### config.mk
export PLATFORM = sky130hd
export DESIGN_NAME = enciende_led
export DESIGN_NICKNAME = d
export VERILOG_FILES = /design/src/rtl/enciende_led.sv
export SDC_FILE = /design/constraint.sdc
export NUM_CORES = 1
export LEC_CHECK = 0
export ABC_AREA = 1
export CORE_ASPECT_RATIO = 0.7
export CORE_MARGIN = 5
export CORE_UTILIZATION = 46
export CTS_BUF_LIST = sky130_fd_sc_hd__clkbuf_4 sky130_fd_sc_hd__clkbuf_8
export CTS_CLUSTER_DIAMETER = 150
export DETAILED_ROUTE_END_ITERATION = 8
export DONT_BUFFER_PORTS = 1
export GPL_TIMING_DRIVEN = 0
export SYNTH_ARGS = -nofsm -noshare
export SYNTH_HDL_FRONTEND = slang
export SYNTH_SLANG_ARGS = --single-unit
### constraint.sdc
create_clock -name clock1k -period 2.95 [get_ports clock1k]
set_clock_uncertainty 0.2 [all_clocks]
set_input_delay 0.59 -clock clock1k [delete_from_list [all_inputs] [get_ports clock1k]]
set_output_delay 0.59 -clock clock1k [all_outputs]
set_load 0.01 [all_outputs]
### src/rtl/enciende_led.sv
// enciende_led: LED reaction-game round controller.
// Waits a pseudo-random dark time and then lights one LED. It judges the player's
// press or the LED-off timeout, and keeps saturating hit and miss counters.
// The game ends once the miss count reaches MAX_ERRORS.
module enciende_led #(
  parameter int unsigned N_LEDS         = 4,
  parameter int unsigned MIN_WAIT       = 500,
  parameter int unsigned WAIT_SPAN_BITS = 10,
  parameter int unsigned SCORE_W        = 8,
  parameter int unsigned MAX_ERRORS     = 3
) (
  input  logic               clock1k,
  input  logic               reset,
  input  logic               start,
  input  logic [N_LEDS-1:0]  botones,
  input  logic               apagar,
  output logic [N_LEDS-1:0]  leds,
  output logic               led_encendido,
  output logic               acierto,
  output logic               fallo,
  output logic [SCORE_W-1:0] puntos,
  output logic [SCORE_W-1:0] errores,
  output logic               jugando
);

  localparam int unsigned IDX_W     = $clog2(N_LEDS);
  localparam int unsigned SPAN_MASK = (1 << WAIT_SPAN_BITS) - 1;
  localparam int unsigned MAX_WAIT  = MIN_WAIT + SPAN_MASK;
  localparam int unsigned CNT_W     = $clog2(MAX_WAIT + 1);
  localparam logic [15:0] LFSR_SEED = 16'hACE1;

  typedef enum logic [1:0] {
    S_IDLE    = 2'd0,
    S_WAIT    = 2'd1,
    S_LIT     = 2'd2,
    S_RELEASE = 2'd3
  } state_t;

  state_t             r_state;
  logic [15:0]        r_lfsr;
  logic [CNT_W-1:0]   r_wait_cnt;
  logic [N_LEDS-1:0]  r_leds;
  logic               r_led_on;
  logic               r_acierto;
  logic               r_fallo;
  logic [SCORE_W-1:0] r_puntos;
  logic [SCORE_W-1:0] r_errores;
  logic               r_jugando;

  state_t             w_state_nx;
  logic [CNT_W-1:0]   w_wait_cnt_nx;
  logic [N_LEDS-1:0]  w_leds_nx;
  logic               w_acierto_nx;
  logic               w_fallo_nx;
  logic [SCORE_W-1:0] w_puntos_nx;
  logic [SCORE_W-1:0] w_errores_nx;

  logic               w_lfsr_fb;
  logic [15:0]        w_lfsr_nx;
  logic [CNT_W-1:0]   w_wait_load;
  logic [N_LEDS-1:0]  w_lit_onehot;
  logic               w_wrong_press;
  logic               w_right_press;
  logic               w_released;
  logic               w_game_over;
  logic [SCORE_W-1:0] w_puntos_inc;
  logic [SCORE_W-1:0] w_errores_inc;

  // Right-shifting Fibonacci LFSR, taps 16,14,13,11; the seed keeps it out of the all-zero lock-up
  assign w_lfsr_fb = r_lfsr[0] ^ r_lfsr[2] ^ r_lfsr[3] ^ r_lfsr[5];
  assign w_lfsr_nx = {w_lfsr_fb, r_lfsr[15:1]};

  // Dark time loaded when entering WAIT; the mask gives zero extra wait when the span is zero
  assign w_wait_load  = CNT_W'(MIN_WAIT) + CNT_W'(r_lfsr & 16'(SPAN_MASK));
  assign w_lit_onehot = N_LEDS'(1) << r_lfsr[IDX_W-1:0];

  // Press classification against the currently lit LED
  assign w_wrong_press = |(botones & ~r_leds);
  assign w_right_press = (botones == r_leds);
  assign w_released    = (botones == '0) && !apagar;
  assign w_game_over   = (r_errores >= SCORE_W'(MAX_ERRORS));

  // Saturating counter increments
  assign w_puntos_inc  = (r_puntos  == '1) ? r_puntos  : r_puntos  + SCORE_W'(1);
  assign w_errores_inc = (r_errores == '1) ? r_errores : r_errores + SCORE_W'(1);

  // Next-state and next-output logic
  always_comb begin
    w_state_nx    = r_state;
    w_wait_cnt_nx = r_wait_cnt;
    w_leds_nx     = '0;
    w_acierto_nx  = 1'b0;
    w_fallo_nx    = 1'b0;
    w_puntos_nx   = r_puntos;
    w_errores_nx  = r_errores;

    unique case (r_state)
      S_IDLE: begin
        if (start) begin
          w_puntos_nx   = '0;
          w_errores_nx  = '0;
          w_wait_cnt_nx = w_wait_load;
          w_state_nx    = S_WAIT;
        end
      end

      S_WAIT: begin
        if (r_wait_cnt <= CNT_W'(1)) begin
          w_leds_nx  = w_lit_onehot;
          w_state_nx = S_LIT;
        end else begin
          w_wait_cnt_nx = r_wait_cnt - CNT_W'(1);
        end
      end

      S_LIT: begin
        w_leds_nx = r_leds;
        if (w_wrong_press) begin
          w_leds_nx    = '0;
          w_fallo_nx   = 1'b1;
          w_errores_nx = w_errores_inc;
          w_state_nx   = S_RELEASE;
        end else if (w_right_press) begin
          w_leds_nx    = '0;
          w_acierto_nx = 1'b1;
          w_puntos_nx  = w_puntos_inc;
          w_state_nx   = S_RELEASE;
        end else if (apagar) begin
          w_leds_nx    = '0;
          w_fallo_nx   = 1'b1;
          w_errores_nx = w_errores_inc;
          w_state_nx   = S_RELEASE;
        end
      end

      S_RELEASE: begin
        if (w_released) begin
          if (w_game_over) begin
            w_state_nx = S_IDLE;
          end else begin
            w_wait_cnt_nx = w_wait_load;
            w_state_nx    = S_WAIT;
          end
        end
      end

      default: begin
        w_state_nx = S_IDLE;
      end
    endcase
  end

  // State, LFSR and registered outputs
  always_ff @(posedge clock1k or posedge reset) begin
    if (reset) begin
      r_state    <= S_IDLE;
      r_lfsr     <= LFSR_SEED;
      r_wait_cnt <= '0;
      r_leds     <= '0;
      r_led_on   <= 1'b0;
      r_acierto  <= 1'b0;
      r_fallo    <= 1'b0;
      r_puntos   <= '0;
      r_errores  <= '0;
      r_jugando  <= 1'b0;
    end else begin
      r_state    <= w_state_nx;
      r_lfsr     <= w_lfsr_nx;
      r_wait_cnt <= w_wait_cnt_nx;
      r_leds     <= w_leds_nx;
      r_led_on   <= |w_leds_nx;
      r_acierto  <= w_acierto_nx;
      r_fallo    <= w_fallo_nx;
      r_puntos   <= w_puntos_nx;
      r_errores  <= w_errores_nx;
      r_jugando  <= (w_state_nx != S_IDLE);
    end
  end

  assign leds          = r_leds;
  assign led_encendido = r_led_on;
  assign acierto       = r_acierto;
  assign fallo         = r_fallo;
  assign puntos        = r_puntos;
  assign errores       = r_errores;
  assign jugando       = r_jugando;

endmodule
==> results of run 1 <==
## metrics by stage
stage | cell area, um^2 | hold WS (ps)
after floorplan | 3070 | 133
after global placement | 3180 | 137
after detailed placement | 3200 | 139
after CTS | 3310 | 161
after global routing | 3310 | 166
final | 3310 | 159
## registers in the layout, summed over array words and instances, names as in the netlist
| name | cells |
|---|---|
| r_state | 2 |
| acierto | 1 |
| r_wait_cnt | 11 |
| led_encendido | 1 |
| fallo | 1 |
| jugando | 1 |
| errores | 8 |
| puntos | 8 |
| r_lfsr | 16 |
| leds | 4 |
## cells in the final DEF (no fill, tap or decap), drive strengths merged
cell type / netlist / layout
dfrtp: 45 / 45
dlygate4sd3: 0 / 1
dfstp: 8 / 8
o211ai: 1 / 1
o21ai: 35 / 35
clkinv: 1 / 2
ha: 15 / 15
xor2: 9 / 9
o31ai: 2 / 2
nor3: 6 / 6
inv: 52 / 52
nand3: 28 / 28
a41oi: 1 / 1
clkbuf: 2 / 9
a21oi: 14 / 14
nand3b: 3 / 3
xnor2: 5 / 5
or2: 1 / 1
nand4: 8 / 8
buf: 4 / 5
nand2: 99 / 99
nor2: 49 / 49
## routing by layer
layer | routed length [um] | GRT usage [%] | vias to the layer above | part of all wire, %
met1 | 3690 | 27.3 | 1116 | 55
met5 | 0 | 0 | - | 0
li1 | - | - | 1254 | -
met3 | 448 | 5.49 | 4 | 6.7
met2 | 2480 | 21.7 | 59 | 37
met4 | 70 | 4.92 | 0 | 1.0
## area by class of cell
type | instances | area (um^2) | area share [%]
clock inverter | 1 | 5.00 | 0.151
tap | 91 | 114 | 3.44
buffer | 6 | 41.3 | 1.25
timing repair buffer | 2 | 30.0 | 0.906
inverter | 53 | 201 | 6.08
sequential | 53 | 1340 | 40.3
clock buffer | 7 | 96.3 | 2.91
multi-input combinational | 276 | 1490 | 45.0
## path summary, 6_finish.rpt
path | end | slack, ps | cells after the start
worst max register to register | errores[6] | 670 | 9
min in group asynchronous | puntos[0] | 500 | 2
max in group asynchronous | r_lfsr[13] | 1440 | 3
worst min-delay path | r_lfsr[13] | 160 | 0
worst min register to register | r_lfsr[13] | 160 | 0
worst max-delay path | errores[6] | 670 | 9
## cell families after synthesis
logic type	share of synthesized area [%]
xor+xnor	4.00
compound gates	10.4
simple gates	28.1
fa+ha+maj	6.11
buf+inv	7.91
flops	43.5
## power groups by stage
stage | combinational, W | sequential (W) | clock (W)
finish | 0.0000274 | 0.000727 | 0.000460
detailed placement | 0.0000277 | 0.000740 | 0
global route | 0.0000340 | 0.000727 | 0.000505
CTS | 0.0000291 | 0.000727 | 0.000475
floorplan | 0.0000178 | 0.000740 | 0
global placement | 0.0000235 | 0.000740 | 0
## critical path, stage by stage, from the launching register on
cell	delay [ps]
dfrtp_1	440
inv_1	190
ha_1	170
buf_2	190
o21ai_0	150
a41oi_2	270
nand3_2	260
inv_2	170
nand3_1	80
nand2_1	90
==> results_dict.tcl, run 1 <==
set metrics [dict create \
    sw_frac_of_total_pct 22.0 \
    clk_latency_ps 320 \
    vias 2433 \
    start_util_pct 48.2 \
    die-area_um2 8430 \
    status "finished, final reports clean" \
    setup_viol 0 \
    die_w_um 108 \
    clkTransAtPathRegs_ps 100 \
    seq_area_frac_synth_pct 43.5 \
    core_um2 6370 \
    cts.sinks 53 \
    clockBufferDepth 2 \
    synth_cell_types 32 \
    power_frac_seq_pct 59.8 \
    critPathMaxFanout 10 \
    drive_gt1_share_pct 12.8 \
    critPathKind "reg -> reg" \
    instances_no_fill 489 \
    root_buffer "clkbuf_8" \
    async_flop_share_pct 100 \
    pwr-share-clk_pct 37.9 \
    p_switching_w 0.000268 \
    slew_headroom_pct 69.0 \
    critPathLaunchType "flop" \
    grt_pass1_vias 2207 \
    ys.flop_type "dfrtp_1" \
    max_freq_mhz 439 \
    port_buffers 0 \
    synth_area_leader_cell "dfrtp_1" \
    hold_buffers 1 \
    grt_max_degree 39 \
    cts_setup_buffers 0 \
    fin_util_pct 52.1 \
    drcViolationCount 0 \
    endpoint_kind "flop" \
    synth_cells 388 \
    synth_top_cell_area_share_pct 36.7 \
    timing.final.ws_setup_ps 673 \
    timing.final.crit_period_ps 2280 \
    total_leakage_power_nw 1.67 \
    antenna_found_initial 0 \
    dp_hpwl_um 5040 \
    synth_warnings 0 \
    antenna_cells 0 \
    preCtsSetupSlack_ps 714 \
    drv_slew 0 \
    hold_viol 0 \
    dr.pass1.iters 4 \
    cts_htree_levels 2 \
    netlist_area_um2 3070 \
    place_inst 480 \
    cap_viol_max_count 0 \
    routed_wl_um 6690 \
    wl_per_cell_um 13.7 \
    p_total_w 0.00121 \
    pin_count 32 \
    cts_tree "yes" \
    rsz0062_at_grt "no" \
    synth_seq_cells 53 \
    power_density_nw_per_um2 366 \
    tightest_slew_ps 466 \
    route.antenna.remaining_nets 0 \
    nNetsFinal 420 \
    syn_to_final_growth_pct 7.99 \
    cp-startpoint "r_state[0]" \
    cp.required_ps 3010 \
    viasPerCell 4.98 \
    syn_nets 411 \
    period_share_pct 77.2 \
    fillers 634 \
    setup_tns_ps 0 \
    arrival_ps 2330 \
    synth_edf_count 0 \
    hp-start "r_lfsr[14]" \
    overflow 0 \
    hold_class "reg -> reg" \
    cts_resized 0 \
    fp.dieH_um 78.3 \
    netlist_top_cells_count "91 x nand2_1, 46 x inv_1, 45 x dfrtp_1" \
    syn_area_per_cell_um2 7.91 \
    synth_area_leaders "dfrtp_1 37%, nand2_1 11%, dfstp_2 6.8%" \
    p_int_w 0.000946 \
    core.rowCount 24 \
    synth_most_common_cell "nand2_1" \
    grt_use_total_pct 17.2 \
    globalplace.congestion 0.863 \
    combPwrFrac_pct 2.3 \
    drt_first_iter_violations 136 \
    peakVddDrop_v 0.000175 \
    grt_pass1_wl_um 11400 \
    r2r_start "r_state[0]" \
    cts_buffers 5 \
]
Note: power is estimated with default switching activity, not from simulation.
==> inputs of run 2 (changes only) <==
==> constraint.sdc (replaced) <==
create_clock -name clock1k -period 2.1 [get_ports clock1k]
set_clock_uncertainty 0.2 [all_clocks]
set_input_delay 0.42 -clock clock1k [delete_from_list [all_inputs] [get_ports clock1k]]
set_output_delay 0.42 -clock clock1k [all_outputs]
set_load 0.01 [all_outputs]
==> run 2 against run 1 <==
Net effect: cell area rose by 2.4%; clock power rose by 41%; non-clock buffer count rose by 3; via count rose by 0.95%; sequential share of layout area fell by 0.68 points; final cell count rose by 0.82%; die area did not move; register-to-register slack got worse by 570 ps; combinational power rose by 49%; critical path depth did not move; first-iteration DRC count fell by 5.9%; critical endpoint unchanged; largest power group unchanged.
==> results_dict.tcl, run 2 (same netlist as run 1, synthesis figures left out) <==
set metrics [dict create \
    critPathKind "reg -> reg" \
    status "finished, final reports clean" \
    pin_count 32 \
    ff2ff_setup_slack_ps 100 \
    tightest_slew_ps 397 \
    viasPerCell 4.98 \
    power_density_nw_per_um2 504 \
    cp-startpoint "r_state[0]" \
    drv_slew 0 \
    routed_wl_um 6840 \
    cp.required_ps 2160 \
    root_buffer "clkbuf_8" \
    fp.dieH_um 78.3 \
    start_util_pct 48.2 \
    seq_area_um2 1350 \
    hold_class "in -> reg" \
    sw_frac_of_total_pct 22.2 \
    worst-path-stages 9 \
    cts_buffers 5 \
    preCtsSetupSlack_ps -131 \
    place_inst 480 \
    fin_util_pct 53.3 \
    crit_slowest_cell "dfrtp_2" \
    hold_slack_ps 118 \
    die-area_um2 8430 \
    drcViolationCount 0 \
    slowest_delay_ps 450 \
    final_common_cell "nand2_1" \
    nNetsFinal 424 \
    max_freq_mhz 500 \
    cts.sinks 53 \
    p_switching_w 0.000379 \
    antenna_found_initial 0 \
    pwr-share-clk_pct 37.9 \
    cts_htree_levels 2 \
    multi_input_area_um2 1530 \
    core.rowCount 24 \
    cts_tree "yes" \
    antenna_cells 0 \
    dr.pass1.iters 4 \
    arrival_ps 2060 \
    regMostFlops "r_lfsr" \
    hold_viol 0 \
    grt_use_total_pct 17.2 \
    clockBufferDepth 2 \
    critPathMaxFanout 8 \
    timing.final.ws_setup_ps 98.1 \
    globalplace.congestion 0.863 \
    total_leakage_power_nw 1.68 \
    clk_latency_ps 320 \
    slew_headroom_pct 73.5 \
    r2r_start "r_state[0]" \
    endpoint_kind "flop" \
    setup_tns_ps 0 \
    dp_hpwl_um 5040 \
    route.antenna.remaining_nets 0 \
    period_share_pct 95.3 \
    timing.final.crit_period_ps 2000 \
    syn_to_final_growth_pct 10.6 \
    largest_register_ffs 16 \
    reg2reg_depth 9 \
    grt_pass1_wl_um 11400 \
    peakVddDrop_v 0.000252 \
    drive_gt1_share_pct 17.9 \
    die_w_um 108 \
    setup_viol 0 \
    power_frac_seq_pct 59.7 \
    grt_max_degree 39 \
    crit_family "flip-flops" \
    rsz0062_at_grt "no" \
    vias 2456 \
    instances_no_fill 493 \
    drt_first_iter_violations 128 \
    combPwrFrac_pct 2.4 \
    grt_pass1_vias 2208 \
    r2r-end "errores[6]" \
    core_um2 6370 \
    crit_path_cell_trace "inv_2 > ha_1 > clkbuf_4 > o21ai_1 > a41oi_2 > nand3_4 > inv_4 > nand3_1 > nand2_1" \
    fillers 624 \
    mostFrequentLayoutCells "91 x nand2_1, 44 x inv_1, 42 x nor2_1, 38 x dfrtp_1, 26 x nand3_1" \
    clkTransAtPathRegs_ps 100 \
    cap_viol_max_count 0 \
    port_buffers 0 \
    crit_end "errores[6]" \
    critPathBufInv 3 \
    top_regs "r_lfsr (16), r_wait_cnt (11)" \
    overflow 0 \
    wl_per_cell_um 13.9 \
    critPathLaunchType "flop" \
    p_int_w 0.00133 \
]
## run 2: cell count changes in the layout (fill, tap and decap cells not counted), sizes merged
| cell | previous run | this run |
|---|---|---|
| buf | 5 | 7 |
| clkbuf | 9 | 10 |
| nand3 | 28 | 29 |
## run 2: tightest hold or removal path, delay by kind of cell
kind | cells | cell delay, ps
AOI/OAI and AO/OA | 1 | 70
and+or+nand+nor | 2 | 120
## run 2: cell type report
cell class              instances  area share, %
flip-flops and latches         53           39.6
clock inverters                 1          0.147
repair buffers                  5           1.55
plain buffers                   6           1.40
clock buffers                   7           2.84
multi-input cells             277           45.0
inverters                      53           6.05
well taps                      91           3.36
## run 2: timing repair
item                                    in CTS  in global routing
hold buffers                                 1                  0
resized for setup                            6                 17
endpoints found under the hold margin       15                  0
endpoints found under the setup margin      17                 27
gates cloned                                 0                  1
setup buffers                                1                  2
pin swaps                                    0                  2
## run 2: power groups by stage
stage          sequential, W  combinational [W]  clock (W)
2_1_floorplan        0.00104          0.0000250          0
3_3_place_gp         0.00104          0.0000331          0
3_5_place_dp         0.00104          0.0000389          0
4_1_cts              0.00102          0.0000411   0.000667
5_1_grt              0.00102          0.0000499   0.000710
6_report             0.00102          0.0000408   0.000649
## run 2: how the worst min path moves through the flow
stage	from	to	slack, ps	depth (start not counted)
floorplan	r_lfsr[12]	r_lfsr[11]	130	0
global placement	r_lfsr[14]	r_lfsr[13]	140	0
detailed placement	reset	puntos[1]	120	1
CTS	apagar	leds[3]	140	3
global route	apagar	leds[3]	130	3
finish	apagar	leds[3]	120	3
## run 2: metal layers
metal  vias up  global-route usage, %  part of all wire (%)
met4         0                   4.92                   1.0
met3         4                   5.49                   7.0
li1       1265                      -                     -
met5         -                      0                     0
met1      1113                   27.4                    55
met2        74                   21.7                    37
## run 2: stage by stage
stage	total power (W)	instance area [um^2]
after global routing	0.00178	3390
after floorplan	0.00107	3070
after detailed placement	0.00108	3200
after CTS	0.00173	3340
final	0.00171	3390
after global placement	0.00107	3180
